`src/rtl/seq_div_nbit_if.sv`:
```
// Handshake and operand/result bundle for the sequential signed divider.
// The master issues start/operands; the slave (divider) returns status and results.
interface seq_div_nbit_if #(
    parameter int unsigned N = 8
);
    logic         start;
    logic [N-1:0] dividend;
    logic [N-1:0] divisor;
    logic         busy;
    logic         done;
    logic [N-1:0] quotient;
    logic [N-1:0] remainder;
    logic         div_by_zero;
    logic         ovf;

    modport master (
        output start, dividend, divisor,
        input  busy, done, quotient, remainder, div_by_zero, ovf
    );

    modport slave (
        input  start, dividend, divisor,
        output busy, done, quotient, remainder, div_by_zero, ovf
    );
endinterface

```
`src/rtl/seq_div_nbit.sv`:
```
// Multi-cycle signed divider, non-restoring, one quotient bit per cycle.
// Quotient truncates toward zero; remainder carries the dividend's sign.
module seq_div_nbit #(
    parameter int unsigned N = 8
) (
    input logic         clk,
    input logic         rst,
    seq_div_nbit_if.slave bus
);
    localparam int unsigned CntW = $clog2(N + 1);

    typedef enum logic [1:0] {StIdle, StCalc, StFix} state_e;

    state_e          state_q, state_d;
    logic [N:0]      p_q, p_d;         // signed partial remainder
    logic [N-1:0]    a_q, a_d;         // dividend magnitude shifting out, quotient shifting in
    logic [N-1:0]    d_q, d_d;         // divisor magnitude
    logic [CntW-1:0] cnt_q, cnt_d;
    logic            q_neg_q, q_neg_d;
    logic            r_neg_q, r_neg_d;
    logic            dbz_q, dbz_d;
    logic            ovf_pend_q, ovf_pend_d;

    logic            busy_q, busy_d;
    logic            done_q, done_d;
    logic [N-1:0]    quotient_q, quotient_d;
    logic [N-1:0]    remainder_q, remainder_d;
    logic            div_by_zero_q, div_by_zero_d;
    logic            ovf_q, ovf_d;

    logic [N-1:0]    dvd_mag, dvs_mag;
    logic [N:0]      p_shift, p_step;
    logic [N-1:0]    r_mag;

    always_ff @(posedge clk) begin
        if (rst) begin
            state_q       <= StIdle;
            p_q           <= '0;
            a_q           <= '0;
            d_q           <= '0;
            cnt_q         <= '0;
            q_neg_q       <= 1'b0;
            r_neg_q       <= 1'b0;
            dbz_q         <= 1'b0;
            ovf_pend_q    <= 1'b0;
            busy_q        <= 1'b0;
            done_q        <= 1'b0;
            quotient_q    <= '0;
            remainder_q   <= '0;
            div_by_zero_q <= 1'b0;
            ovf_q         <= 1'b0;
        end else begin
            state_q       <= state_d;
            p_q           <= p_d;
            a_q           <= a_d;
            d_q           <= d_d;
            cnt_q         <= cnt_d;
            q_neg_q       <= q_neg_d;
            r_neg_q       <= r_neg_d;
            dbz_q         <= dbz_d;
            ovf_pend_q    <= ovf_pend_d;
            busy_q        <= busy_d;
            done_q        <= done_d;
            quotient_q    <= quotient_d;
            remainder_q   <= remainder_d;
            div_by_zero_q <= div_by_zero_d;
            ovf_q         <= ovf_d;
        end
    end

    always_comb begin
        state_d       = state_q;
        p_d           = p_q;
        a_d           = a_q;
        d_d           = d_q;
        cnt_d         = cnt_q;
        q_neg_d       = q_neg_q;
        r_neg_d       = r_neg_q;
        dbz_d         = dbz_q;
        ovf_pend_d    = ovf_pend_q;
        busy_d        = busy_q;
        done_d        = 1'b0;
        quotient_d    = quotient_q;
        remainder_d   = remainder_q;
        div_by_zero_d = div_by_zero_q;
        ovf_d         = ovf_q;
        p_shift       = '0;
        p_step        = '0;
        r_mag         = '0;

        // N-bit unsigned magnitudes, so |-2^(N-1)| still fits
        dvd_mag = bus.dividend[N-1] ? -bus.dividend : bus.dividend;
        dvs_mag = bus.divisor[N-1]  ? -bus.divisor  : bus.divisor;

        unique case (state_q)
            StIdle: begin
                if (bus.start) begin
                    q_neg_d    = bus.dividend[N-1] ^ bus.divisor[N-1];
                    r_neg_d    = bus.dividend[N-1];
                    a_d        = dvd_mag;
                    d_d        = dvs_mag;
                    p_d        = '0;
                    cnt_d      = CntW'(N);
                    busy_d     = 1'b1;
                    dbz_d      = (bus.divisor == '0);
                    ovf_pend_d = (bus.dividend == {1'b1, {(N - 1){1'b0}}}) &&
                                 (bus.divisor == '1);
                    state_d    = (bus.divisor == '0) ? StFix : StCalc;
                end
            end
            StCalc: begin
                // Wrapping to N+1 bits is safe: the true step result lies in [-D, D)
                p_shift = {p_q[N-1:0], a_q[N-1]};
                p_step  = p_q[N] ? (p_shift + {1'b0, d_q}) : (p_shift - {1'b0, d_q});
                p_d     = p_step;
                a_d     = {a_q[N-2:0], ~p_step[N]};
                cnt_d   = cnt_q - CntW'(1);
                if (cnt_q == CntW'(1)) begin
                    state_d = StFix;
                end
            end
            StFix: begin
                r_mag = p_q[N] ? (p_q[N-1:0] + d_q) : p_q[N-1:0];
                if (dbz_q) begin
                    // a_q still holds the untouched dividend magnitude
                    quotient_d    = '1;
                    remainder_d   = r_neg_q ? -a_q : a_q;
                    div_by_zero_d = 1'b1;
                    ovf_d         = 1'b0;
                end else begin
                    quotient_d    = q_neg_q ? -a_q : a_q;
                    remainder_d   = r_neg_q ? -r_mag : r_mag;
                    div_by_zero_d = 1'b0;
                    ovf_d         = ovf_pend_q;
                end
                done_d  = 1'b1;
                busy_d  = 1'b0;
                state_d = StIdle;
            end
            default: state_d = StIdle;
        endcase
    end

    assign bus.busy        = busy_q;
    assign bus.done        = done_q;
    assign bus.quotient    = quotient_q;
    assign bus.remainder   = remainder_q;
    assign bus.div_by_zero = div_by_zero_q;
    assign bus.ovf         = ovf_q;
endmodule

```
`src/flat_wrapper.sv`:
```
// flat-port wrapper written by rule: the top's interface ports become plain ports
module seq_div_nbit_flat 
#(
    parameter int unsigned N = 8
)
  (clk, rst, bus_start, bus_dividend, bus_divisor, bus_busy, bus_done, bus_quotient, bus_remainder, bus_div_by_zero, bus_ovf);
  seq_div_nbit_if #(.N(N)) bus_i ();
  input logic clk;
  input logic rst;
  input wire logic [$bits(bus_i.start)-1:0] bus_start;
  input wire logic [$bits(bus_i.dividend)-1:0] bus_dividend;
  input wire logic [$bits(bus_i.divisor)-1:0] bus_divisor;
  output wire logic [$bits(bus_i.busy)-1:0] bus_busy;
  output wire logic [$bits(bus_i.done)-1:0] bus_done;
  output wire logic [$bits(bus_i.quotient)-1:0] bus_quotient;
  output wire logic [$bits(bus_i.remainder)-1:0] bus_remainder;
  output wire logic [$bits(bus_i.div_by_zero)-1:0] bus_div_by_zero;
  output wire logic [$bits(bus_i.ovf)-1:0] bus_ovf;
  assign bus_i.start = bus_start;
  assign bus_i.dividend = bus_dividend;
  assign bus_i.divisor = bus_divisor;
  assign bus_busy = bus_i.busy;
  assign bus_done = bus_i.done;
  assign bus_quotient = bus_i.quotient;
  assign bus_remainder = bus_i.remainder;
  assign bus_div_by_zero = bus_i.div_by_zero;
  assign bus_ovf = bus_i.ovf;
  seq_div_nbit #(.N(N)) u_core (.clk(clk), .rst(rst), .bus(bus_i));
endmodule
```
`config.mk`:
```
export PLATFORM = sky130hd
export DESIGN_NAME = seq_div_nbit_flat
export DESIGN_NICKNAME = d
export VERILOG_FILES = /design/src/rtl/seq_div_nbit_if.sv /design/src/rtl/seq_div_nbit.sv /design/src/flat_wrapper.sv
export SDC_FILE = /design/constraint.sdc
export NUM_CORES = 1
export LEC_CHECK = 0
export CORE_AREA = 2 2 87 89
export DETAILED_ROUTE_END_ITERATION = 8
export DIE_AREA = 0 0 89 91
export MAX_ROUTING_LAYER = met4
export PLACE_DENSITY = 0.76
export REMOVE_ABC_BUFFERS = 1
export SETUP_SLACK_MARGIN = 0.1
export SLEW_MARGIN = 10
export SYNTH_ARGS = -nofsm -noshare
export SYNTH_HDL_FRONTEND = slang
export SYNTH_SLANG_ARGS = --single-unit
export TNS_END_PERCENT = 1
```
`constraint.sdc`:
```
create_clock -name clk -period 2.5 [get_ports clk]
set_input_delay 0.5 -clock clk [delete_from_list [all_inputs] [get_ports clk]]
set_output_delay 0.5 -clock clk [all_outputs]
set_load 0.01 [all_outputs]
```
# Word-level counts from Yosys, hierarchy flattened
# Cells that the tools add are included.
# totals
wordCells,65
input_bits,19
reg_bits,55
# classes
n_eq_ne,7
n_reduce_logical,9
bitwise,2
add_sub_neg,8
n_mux,24
# op_table
cell,n
$mux W8,9
$neg A8 Y8,4
$mux W9,2
$pmux W9 S2,1
$eq A8 B8 Y1 const B,2
$pmux W8 S2,1
$add A9 B8 Y9,1
$sub A9 B8 Y9,1
$add A8 B8 Y8,1
$logic_not A8 Y1,1
$pmux W4 S2,1
$reduce_and A2 Y1,4
$mux W2,3
$eq A4 B1 Y1 const B,1
$mux W1,4
$mux W4,1
$pmux W2 S2,1
$reduce_bool A2 Y1,2
$sub A4 B1 Y4 const B,1
$eq A2 B1 Y1 const B,1
$eq A2 B2 Y1 const B,1
$logic_not A2 Y1,1
$ne A2 B1 Y1 const B,1
$ne A2 B2 Y1 const B,1
other kinds (4),4

# Depth between registers and ports, before layout
# depth
ltp_word,5
mapped_depth,12
depth_no_buf,12

# Worst setup path after synthesis
# No wires, ideal clock.
# synth_timing
path_type,register to register
start,register u_core.p_q[8]
end,register u_core.p_q[7]
setup_ps,62
path_slack_ps,-218
n_path_buf,2
arrival_ps,2656
path_stages_with_launch,12
path_cell_list,dfxtp_1 buf_2 buf_2 mux2_2 ha_1 a21o_1 a21oi_1 o21ai_1 a21oi_1 o21ai_1 or4b_1 nand3_1
# synth_via
elab_chain_cells,2
# synth_rtl
item,line,source
from (decl),seq_div_nbit.sv:15,"logic [N:0] p_q, p_d;"
from (signal assigned),seq_div_nbit.sv:54,p_q <= p_d;
$mux W9,seq_div_nbit.sv:114,"p_step = p_q[N] ? (p_shift + {1'b0, d_q}) : (p_shift - {1'b0, d_q});"
$pmux W9 S2,seq_div_nbit.sv:95,unique case (state_q)
# No other way between the ends.
# A chain may end at the register's enable or synchronous reset.

# Worst setup path in the final report
# layout_timing
start,register u_core.d_q[1]
end,register u_core.p_q[7]
# layout_via
elab_chain_cells,3
word_cells_on_any_way,4
classes_between,add/sub (2); mux (2)
# layout_rtl
item,line,source
from (decl),seq_div_nbit.sv:17,"logic [N-1:0] d_q, d_d;"
from (signal assigned),seq_div_nbit.sv:40,d_q <= '0;
from (signal assigned),seq_div_nbit.sv:56,d_q <= d_d;
$sub A9 B8 Y9 / $add A9 B8 Y9 (equally long branches),seq_div_nbit.sv:114,
$mux W9 *,seq_div_nbit.sv:114,
$pmux W9 S2 *,seq_div_nbit.sv:95,
# Mark *: on every way between the ends. The rest lies on a longest branch, timed or not.

==> reports/qor.yml <==
timing:
  rsz0062_at_grt: "true"
  hold_viol: 0
  setup_slack_ps: -20.83
  final_max_slew_viol_count: 0
  fmaxAchievable_mhz: 396.7
  skew_ps: 9.994
  worst_pin_slew_ps: 586.1
  relSlewSlack: 0.6087
  whs_ps: 457.3
  finalSetupViolCount: 2
  post-route-min-period_ps: 2521
  fin_crit_sh: 1.008
synthesis:
  netlist_area_sq_um: 3669
  ys_warn_count: 0
  ys_seq_area_frac: 0.3001
  synthArstFlopShare: 0
  synth-edff-count: 0
  synth-seq-cells: 55
  yosysUniqueCellTypes: 62
  syn_area_per_cell_sq_um: 7.923
  ys_dominant_reg_cell: "dfxtp_1"
  syn_inst: 463
clocking:
  cts-root-buf: "clkbuf_8"
  clk_latency_ps: 320
  cts_buffers: 5
  h-tree-depth: 2
  cts_buffer_depth: 2
  cts_sinks: 55
  clk_pin_slew_ps: 100
  tritoncts: "done"
  postCtsHoldBufs: 0
cells_and_area:
  n_fill_cell: 613
  nNetsFinal: 564
  ff_latch_area_sq_um: 1104
  drive_above_1_share: 0.1612
  syn_to_final_growth_pct: 25.72
  final_common_cell: "nor2_1"
  multiInputGateArea_sq_um: 2512
  layout_common_cells: "nor2_1, dfxtp_1, clkdlybuf4s50_1"
  diodes: 0
global_route:
  grt_pass1_wl_um: 16340
  globalRoute.totalOverflow: 0
  grt_max_degree: 51
  antenna_found_initial: 0
  grt_util_all_layers: 0.2579
  grt_pass1_vias: 3427
placement:
  gp_congestion: 0.9869
  place.port_buffers: 38
  place_ws_ps: -136.1
  place_hpwl_um: 6938
drt:
  firstDrtPassIters: 5
  ant_nets: 0
  vias: 3592
  wl_per_cell_um: 15.59
  wirelength_um: 9668
  viasPerCell: 5.794
  drcViolationCount: 0
  drtIter0Drc: 321
run_status:
  violations: "negative setup slack"
  status: "complete, but fails checks"
setup_path:
  worstPathCellList: "inv_2 > ha_4 > mux2_4 > ha_4 > a21o_1 > a21oi_4 > o21ai_2 > a21oi_2 > o21ai_2 > or4b_1 > nand3_1"
  crit_type: "flop to flop"
  cpMaxStageDelayCell: "or4b_1"
  critPathRequiredTime_ps: 2760
  endpoint_kind: "flop"
  worstSetupStartpointType: "flop"
  cp.arrival_ps: 2780
  critPathMaxStageDelay_ps: 470
  cp_max_fo: 2
  path_buf_inv: 1
  crit_family: "compound AO/OA/AOI/OAI gates"
power:
  irDropWorstVdd_v: 0.0002868
  powerDensity_nw_per_um2: 579.5
  leakage_uw: 0.001818
floorplanning:
  start_util: 0.5140
  coreArea_sq_um: 7137
  dieHeight_um: 91
  io_pins: 39
  die-area_sq_um: 8099
  std_cell_rows: 31
  chipWidth_um: 89
hold_path:
  hold_class: "flop to flop"
job:
  cap_viol_max_count: 0
==> per-stage QoR <==
step / cell area (sq um) / std cells / TNS [ps] / util / power [uW]
5_1_grt: 4612 / 620 / -373.1 / 0.6462 / 2830
4_1_cts: 4563 / 619 / 0 / 0.6394 / 2609
6_report: 4612 / 620 / -36.27 / 0.6462 / 2672
3_3_place_gp: 4300 / 604 / -2.169 / 0.6026 / 1998
2_1_floorplan: 3567 / 437 / -252.0 / - / 1704
3_5_place_dp: 4300 / 604 / -314.3 / 0.6026 / 2030
==> registers in the layout, indices dropped and copies added (netlist names), 2 cells and up <==
register	flops
u_core.d_q	8
u_core.a_q	8
u_core.bus.remainder	8
u_core.bus.quotient	8
u_core.state_q	2
u_core.cnt_q	4
u_core.p_q	9
==> final cells by class <==
type / instances / area share
Inverter: 28 / 0.02279
Clock inverter: 1 / 0.001899
Timing Repair Buffer: 76 / 0.1457
Tap cell: 99 / 0.02686
Multi-Input combinational cell: 354 / 0.5448
Clock buffer: 7 / 0.01872
Sequential cell: 55 / 0.2393
==> worst paths after layout <==
kind / start / end / slack (ps) / depth (start not counted)
worst max register to register: u_core.d_q[1] / u_core.p_q[7] / -20 / 11
worst min register to register: u_core.bus.div_by_zero / u_core.bus.div_by_zero / 460 / 2
worst min-delay path: u_core.bus.div_by_zero / u_core.bus.div_by_zero / 460 / 2
worst max-delay path: u_core.d_q[1] / u_core.p_q[7] / -20 / 11
==> report_power, final <==
| part | switching, uW | total (uW) | internal, uW |
|---|---|---|---|
| clock | 299 | 527 | 228 |
| sequential | 94.0 | 1040 | 951 |
| combinational | 587 | 1100 | 514 |
==> what timing repair did <==
item,CTS,global route
gates cloned,0,0
pin swaps,23,13
setup endpoints to repair,9,12
setup buffers,7,2
resized for setup,22,10
==> cell usage after synthesis (all sizes together), types with 5 or more instances <==
master	count	share of area
inv	28	0.029
nand2	29	0.030
xnor2	25	0.060
o21ai	16	0.022
ha	23	0.078
clkbuf	21	0.021
a21oi	38	0.052
nor2	75	0.077
dfxtp	55	0.30
a21o	5	0.010
o31ai	7	0.014
a211oi	15	0.035
nor2b	5	0.0085
nand2b	6	0.010
xor2	15	0.036
nand3	6	0.0095
a221oi	6	0.014
buf	5	0.0061
nor4	5	0.0085
o22ai	7	0.012
mux2i	6	0.016
nor3	10	0.014
==> cells by family (layout without fill, tap and decap cells) <==
family	count (synthesis)	after routing	share of synthesized area
xor gates and xnor gates	40	40	0.09550
muxes	8	8	0.02558
AOI/OAI and AO/OA	121	121	0.2244
DFF	55	55	0.3001
and+or+nand+nor	160	160	0.2087
adders and majority gates	25	25	0.08936
buffers and inverters	54	112	0.05628
==> metal layers <==
metal,up-vias,routed length [um],global-route usage
li1,1742,-,-
met1,1703,4352,0.3397
met2,128,4700,0.4098
met3,19,422,0.03091
met4,0,193,0.08458
met5,-,0,-
==> worst reg2reg max path, delay by kind of cell (launching register included) <==
kind,cells,cell delay [ps]
AO/OA/AOI/OAI,5,770
flip-flops,1,360
AND/OR/NAND/NOR,2,540
multiplexers,1,290
buffers and inverters,1,50
adder cells (fa/ha/maj),2,460
Power figures use the tool's default switching activity.
